File: src/rtl/simd_ctrl_seq.sv
// SIMD control sequencer: fetch/decode/issue FSM over a sync-read imem with a valid/ready issue port.
// Optional build macro SIMD_CTRL_TRAP_EN: an undefined opcode halts instead of retiring as a NOP.
module simd_ctrl_seq #(
   parameter int ADDR_W  = 8,
   parameter int INSTR_W = 32,
   parameter int REG_AW  = 5,
   parameter int MUL_LAT = 2
) (
   input  logic               clk,
   input  logic               rst,
   input  logic               enable,
   output logic [ADDR_W-1:0]  imem_addr,
   output logic               imem_rd_en,
   input  logic [INSTR_W-1:0] imem_rdata,
   output logic               issue_valid,
   input  logic               issue_ready,
   output logic               add_en,
   output logic               sub_en,
   output logic               mul_en,
   output logic               bitrev_en,
   output logic               rs1_rd_en,
   output logic               rs2_rd_en,
   output logic               rd_wr_en,
   output logic [REG_AW-1:0]  rs1,
   output logic [REG_AW-1:0]  rs2,
   output logic [REG_AW-1:0]  rd,
   output logic [1:0]         elem_mode,
   output logic [ADDR_W-1:0]  pc,
   output logic               busy,
   output logic               halted,
   output logic               illegal
);

   typedef enum logic [2:0] {
      S_IDLE, S_FETCH, S_DECODE, S_ISSUE, S_WAIT_MUL, S_HALTED
   } state_e;

   typedef enum logic [5:0] {
      OP_NOP = 6'h00, OP_ADD = 6'h01, OP_SUB = 6'h02,
      OP_MUL = 6'h03, OP_BITREV = 6'h04, OP_HALT = 6'h3F
   } op_e;

   localparam int CNT_W = (MUL_LAT > 1) ? $clog2(MUL_LAT) : 1;
   localparam logic [CNT_W-1:0] MUL_LAST = CNT_W'((MUL_LAT > 0) ? MUL_LAT - 1 : 0);
   localparam bit HAS_MUL_WAIT = (MUL_LAT > 0);

   state_e             r_state;
   logic [ADDR_W-1:0]  r_pc;
   logic [31:0]        r_instr;
   logic [CNT_W-1:0]   r_mul_cnt;
   logic               r_rd_en, r_valid, r_add, r_sub, r_mul, r_bitrev;
   logic               r_rs1_en, r_rs2_en, r_wr_en, r_halted, r_illegal;
   logic [REG_AW-1:0]  r_rs1, r_rs2, r_rd;
   logic [1:0]         r_mode;

   logic [5:0]         w_op;
   logic               w_legal_alu;
   logic [1:0]         w_mode;
   logic [ADDR_W-1:0]  w_pc_inc;
   state_e             w_retire_state;
   logic               w_unused;

   assign w_op           = imem_rdata[31:26];
   // Reserved lane mode 11 is presented downstream as plain 32b lanes.
   assign w_mode         = (imem_rdata[10:9] == 2'b11) ? 2'b10 : imem_rdata[10:9];
   assign w_pc_inc       = r_pc + ADDR_W'(1);
   assign w_retire_state = enable ? S_FETCH : S_IDLE;
   assign w_unused       = ^{imem_rdata, r_instr};

   always_comb begin
      w_legal_alu = 1'b0;
      case (w_op)
         OP_ADD, OP_SUB, OP_MUL, OP_BITREV: w_legal_alu = 1'b1;
         default:                           w_legal_alu = 1'b0;
      endcase
   end

   always_ff @(posedge clk) begin
      if (rst) begin
         r_state   <= S_IDLE;
         r_pc      <= '0;
         r_instr   <= '0;
         r_mul_cnt <= '0;
         r_rd_en   <= 1'b0;
         r_valid   <= 1'b0;
         r_add     <= 1'b0;
         r_sub     <= 1'b0;
         r_mul     <= 1'b0;
         r_bitrev  <= 1'b0;
         r_rs1_en  <= 1'b0;
         r_rs2_en  <= 1'b0;
         r_wr_en   <= 1'b0;
         r_rs1     <= '0;
         r_rs2     <= '0;
         r_rd      <= '0;
         r_mode    <= '0;
         r_halted  <= 1'b0;
         r_illegal <= 1'b0;
      end else begin
         case (r_state)
            S_IDLE: begin
               if (enable) begin
                  r_state <= S_FETCH;
                  r_rd_en <= 1'b1;
               end
            end
            S_FETCH: begin
               r_rd_en <= 1'b0;
               r_state <= S_DECODE;
            end
            S_DECODE: begin
               r_instr <= imem_rdata[31:0];
               if (w_op == OP_HALT) begin
                  r_state  <= S_HALTED;
                  r_halted <= 1'b1;
               end else if (w_legal_alu) begin
                  r_state  <= S_ISSUE;
                  r_valid  <= 1'b1;
                  r_add    <= (w_op == OP_ADD);
                  r_sub    <= (w_op == OP_SUB);
                  r_mul    <= (w_op == OP_MUL);
                  r_bitrev <= (w_op == OP_BITREV);
                  r_rs1_en <= 1'b1;
                  r_rs2_en <= (w_op != OP_BITREV);
                  r_wr_en  <= 1'b1;
                  r_rd     <= REG_AW'(imem_rdata[25:21]);
                  r_rs1    <= REG_AW'(imem_rdata[20:16]);
                  r_rs2    <= REG_AW'(imem_rdata[15:11]);
                  r_mode   <= w_mode;
               end else begin
                  if (w_op != OP_NOP) begin
                     r_illegal <= 1'b1;
                  end
`ifdef SIMD_CTRL_TRAP_EN
                  if (w_op != OP_NOP) begin
                     r_state  <= S_HALTED;
                     r_halted <= 1'b1;
                  end else begin
                     r_pc    <= w_pc_inc;
                     r_state <= w_retire_state;
                     r_rd_en <= enable;
                  end
`else
                  r_pc    <= w_pc_inc;
                  r_state <= w_retire_state;
                  r_rd_en <= enable;
`endif
               end
            end
            S_ISSUE: begin
               if (issue_ready) begin
                  r_valid  <= 1'b0;
                  r_add    <= 1'b0;
                  r_sub    <= 1'b0;
                  r_mul    <= 1'b0;
                  r_bitrev <= 1'b0;
                  r_rs1_en <= 1'b0;
                  r_rs2_en <= 1'b0;
                  r_wr_en  <= 1'b0;
                  r_rs1    <= '0;
                  r_rs2    <= '0;
                  r_rd     <= '0;
                  r_mode   <= '0;
                  if (HAS_MUL_WAIT && r_instr[31:26] == OP_MUL) begin
                     r_state   <= S_WAIT_MUL;
                     r_mul_cnt <= '0;
                  end else begin
                     r_pc    <= w_pc_inc;
                     r_state <= w_retire_state;
                     r_rd_en <= enable;
                  end
               end
            end
            S_WAIT_MUL: begin
               if (r_mul_cnt == MUL_LAST) begin
                  r_mul_cnt <= '0;
                  r_pc      <= w_pc_inc;
                  r_state   <= w_retire_state;
                  r_rd_en   <= enable;
               end else begin
                  r_mul_cnt <= r_mul_cnt + CNT_W'(1);
               end
            end
            S_HALTED: begin
               r_state <= S_HALTED;
            end
            default: r_state <= S_IDLE;
         endcase
      end
   end

   assign imem_addr   = r_pc;
   assign imem_rd_en  = r_rd_en;
   assign issue_valid = r_valid;
   assign add_en      = r_add;
   assign sub_en      = r_sub;
   assign mul_en      = r_mul;
   assign bitrev_en   = r_bitrev;
   assign rs1_rd_en   = r_rs1_en;
   assign rs2_rd_en   = r_rs2_en;
   assign rd_wr_en    = r_wr_en;
   assign rs1         = r_rs1;
   assign rs2         = r_rs2;
   assign rd          = r_rd;
   assign elem_mode   = r_mode;
   assign pc          = r_pc;
   assign busy        = (r_state != S_IDLE) && (r_state != S_HALTED);
   assign halted      = r_halted;
   assign illegal     = r_illegal;

endmodule
File: config.mk
export PLATFORM = sky130hd
export DESIGN_NAME = simd_ctrl_seq
export DESIGN_NICKNAME = d
export VERILOG_FILES = /design/src/rtl/simd_ctrl_seq.sv
export SDC_FILE = /design/constraint.sdc
export NUM_CORES = 1
export LEC_CHECK = 0
export BUFFER_PORTS_ARGS = -buffer_cell sky130_fd_sc_hd__buf_2
export CAP_MARGIN = 5
export CORE_ASPECT_RATIO = 0.7
export CORE_MARGIN = 4
export CORE_UTILIZATION = 48
export DETAILED_ROUTE_END_ITERATION = 7
export PLACE_DENSITY_LB_ADDON = 0.3
export REMOVE_ABC_BUFFERS = 1
export SLEW_MARGIN = 20
export SYNTH_ARGS = -nofsm -noshare
export SYNTH_HDL_FRONTEND = slang
export SYNTH_SLANG_ARGS = --single-unit
File: constraint.sdc
create_clock -name clk -period 2.4 [get_ports clk]
set_input_delay 0.48 -clock clk [delete_from_list [all_inputs] [get_ports clk]]
set_output_delay 0.48 -clock clk [all_outputs]
set_load 0.03 [all_outputs]
==> reports/results.txt <==
Fill cell count: 375
Largest cells by area after synthesis: dfxtp_1 43%, a22o_1 6.9%, a21oi_1 4.7%, buf_4 4.1%, nand2_1 3.5%
Total gr overflow: 0
CTS Hold Bufs: 0
DP HPWL: 3520 um
# setup viols final: 0
Ratio of cells with drive above 1 in the final layout: 34.0%
Die area: 5370 um^2
Final Max Tran Viols: 0
DP Area: 2360 um^2
DRC: 0
N_diodes: 0
Sequential cell area: 881 um^2
Critical Path End Type: flip-flop
# rows: 19
Via count: 1799
TritonCTS clock tree: done
Final setup margin: 0.399 ns
Vias in the first global route: 1733
Worst-Skew Late Latency: 0.30 ns
Pleak: 1.10 nW
Total core area: 3990 um^2
Status: finished clean
CTS Buf Count: 5
Post-synth top area cell: dfxtp_1
Warnings from Yosys: 0
Hold/Removal Path Class: in2reg
Crit path DAT: 2.24 ns
Worst rel slew slack: 32.8%
Die span in x: 85.9 um
Clk sinks: 44
Clock Skew: 0.00659 ns
GP Congestion: 0.784
Sequential cell area fraction in the yosys report: 43.2%
Place WS: 0.105 ns
First-pass GRT wire length: 8510 um
Starting Density: 51.0%
Distinct cells, synth: 47
DRT Wirelength: 4790 um
TritonRoute pass-1 iters: 4
Nets: 321
CP Data Required Time: 2.64 ns
Max_cap viols: 0
Die Y: 62.5 um
Drt wl/cell: 14.2 um
Crit-path cells: buf_2 -> or3_1 -> nand3_1 -> o21ai_1 -> a21oi_2 -> a22o_1
CP max stage delay: 0.78 ns
I/O pin count: 81
Area Growth Syn to Fin: 21.6%
Largest net degree at the start of global routing: 29
Seq cells post-synth: 44
Non-Filler Instances: 337
CTS max path bufs: 2
Area occupied by multi-input gates: 985 um^2
Pwr Total: 1.49 mW
Cell Pwr Density: 602 nW/um^2
Fin crit share: 83.4%
Peak Freq: 500 MHz
Critical setup path kind: in2reg
Worst path slowest cell: a21oi_2
Resized Gates After CTS: 0
Setup Fix Bufs, Post-CTS: 0
Core Util, Final: 62.0%
Initial DRC count: 132
Setup Total Neg Slack: 0 ns
Hold Fails Final Rpt: 0
Antenna-violating nets left: 0
Mapped Area: 2040 um^2
Port bufs: 71
Final Cell Area: 2480 um^2
Initial antenna violation count: 0
Worst-path clk slew: 0.09 ns
H-tree Lvls: 2
Mean post-synth cell area: 9.09 um^2
CP Launch Type: input pin
Area share of the largest cell type after synthesis: 43.2%
Total GRT Usage: 19.4%
Gate Count Post-Synth: 224
Placed Cells: 329
Tightest Pin Transition: 1.01 ns
Crit path max fanout: 23
Final min period: 2.00 ns
Via-per-instance ratio: 5.34
RSZ-0062 raised after global routing: no
Worst Hold Margin: 0.389 ns
Worst vdd ir: 0.000518 V
Cell chosen for the clock root: clkbuf_8
-- worst max-delay path: cells and delay by family --
family	cells	cell delay, ns
buffers and inverters	1	0.15
AND/OR/NAND/NOR	2	0.50
AO/OA/AOI/OAI	3	1.11
-- per-layer routing --
| layer | vias to the layer above | global-route usage, % | wire [um] |
|---|---|---|---|
| li1 | 918 | - | - |
| met1 | 839 | 26.5 | 2220 |
| met2 | 37 | 29.5 | 2300 |
| met3 | 5 | 6.32 | 214 |
| met4 | 0 | 4.74 | 51 |
| met5 | - | 0 | 0 |
-- cells in the final DEF (no fill, tap or decap), drive strengths merged, types with 5 or more instances in the layout --
cell    instances
nor2           14
nand3           8
o21ai           8
o31ai           5
dfxtp          44
a22o           16
inv             9
a32o            5
nor3            6
nand2          19
buf            77
a21oi          20
nor2b           6
clkbuf          5
-- final timing paths --
path             startpoint      endpoint  slack, ns  depth (start not counted)
max reg2reg      r_state[0]  imem_addr[5]       0.47                          5
min reg2reg       rs2_rd_en     rs2_rd_en       0.46                          1
max          imem_rdata[26]         rd[1]       0.40                          6
min          imem_rdata[18]        rs1[2]       0.39                          2
-- state kept, by name, indices dropped and copies added (netlist names) --
name        cells
mul_en          1
imem_rd_en      1
r_mul_cnt       1
rs2             5
rd_wr_en        1
rs1             5
add_en          1
r_instr         6
elem_mode       2
rd              5
illegal         1
rs2_rd_en       1
r_state         3
halted          1
bitrev_en       1
sub_en          1
imem_addr       8
-- logic make-up (layout without fill, tap and decap cells) --
group / count (synthesis) / in the layout / share of synthesized area, %
mux: 5 / 5 / 3.26
xor+xnor: 1 / 1 / 0.430
compound gates: 64 / 64 / 22.8
simple gates: 77 / 77 / 21.0
fa+ha+maj: 1 / 1 / 0.614
buf+inv: 32 / 93 / 8.66
flops: 44 / 44 / 43.2
-- Yosys cell counts (all sizes together) --
master and instances:
o22ai 2, ha 1, dfxtp 44, or3 3, nand4bb 1, clkbuf 5, nand3 8, a21oi 20
nand4 2, buf 19, and4 1, mux2i 1, or4 4, nand2 19, a211o 1, o21ai 8
mux2 4, xnor2 1, nand2b 4, a31oi 1, a21o 2, nor3b 2, nor2b 6, o31ai 5
a32o 5, nor2 14, nor3 6, nand3b 2, nor4 2, and3 1, a22o 16, nor4b 1
a22oi 2, inv 8, a2bb2oi 1, o211ai 1, and2b 1
-- power by group --
part           internal (mW)  leakage, nW  switching [mW]
logic                 0.0578        0.693          0.0913
clock network          0.314       0.0548           0.270
registers              0.742        0.355          0.0162
total                   1.11         1.10           0.377
-- area by class of cell --
cell class	instances	area share [%]
Clock inverter	3	1.87
Inverter	8	1.21
Sequential cell	44	35.6
Timing Repair Buffer	77	16.2
Tap cell	52	2.63
Multi-Input combinational cell	148	39.8
Clock buffer	5	2.78
No activity file was read; power rests on OpenSTA's default activity.
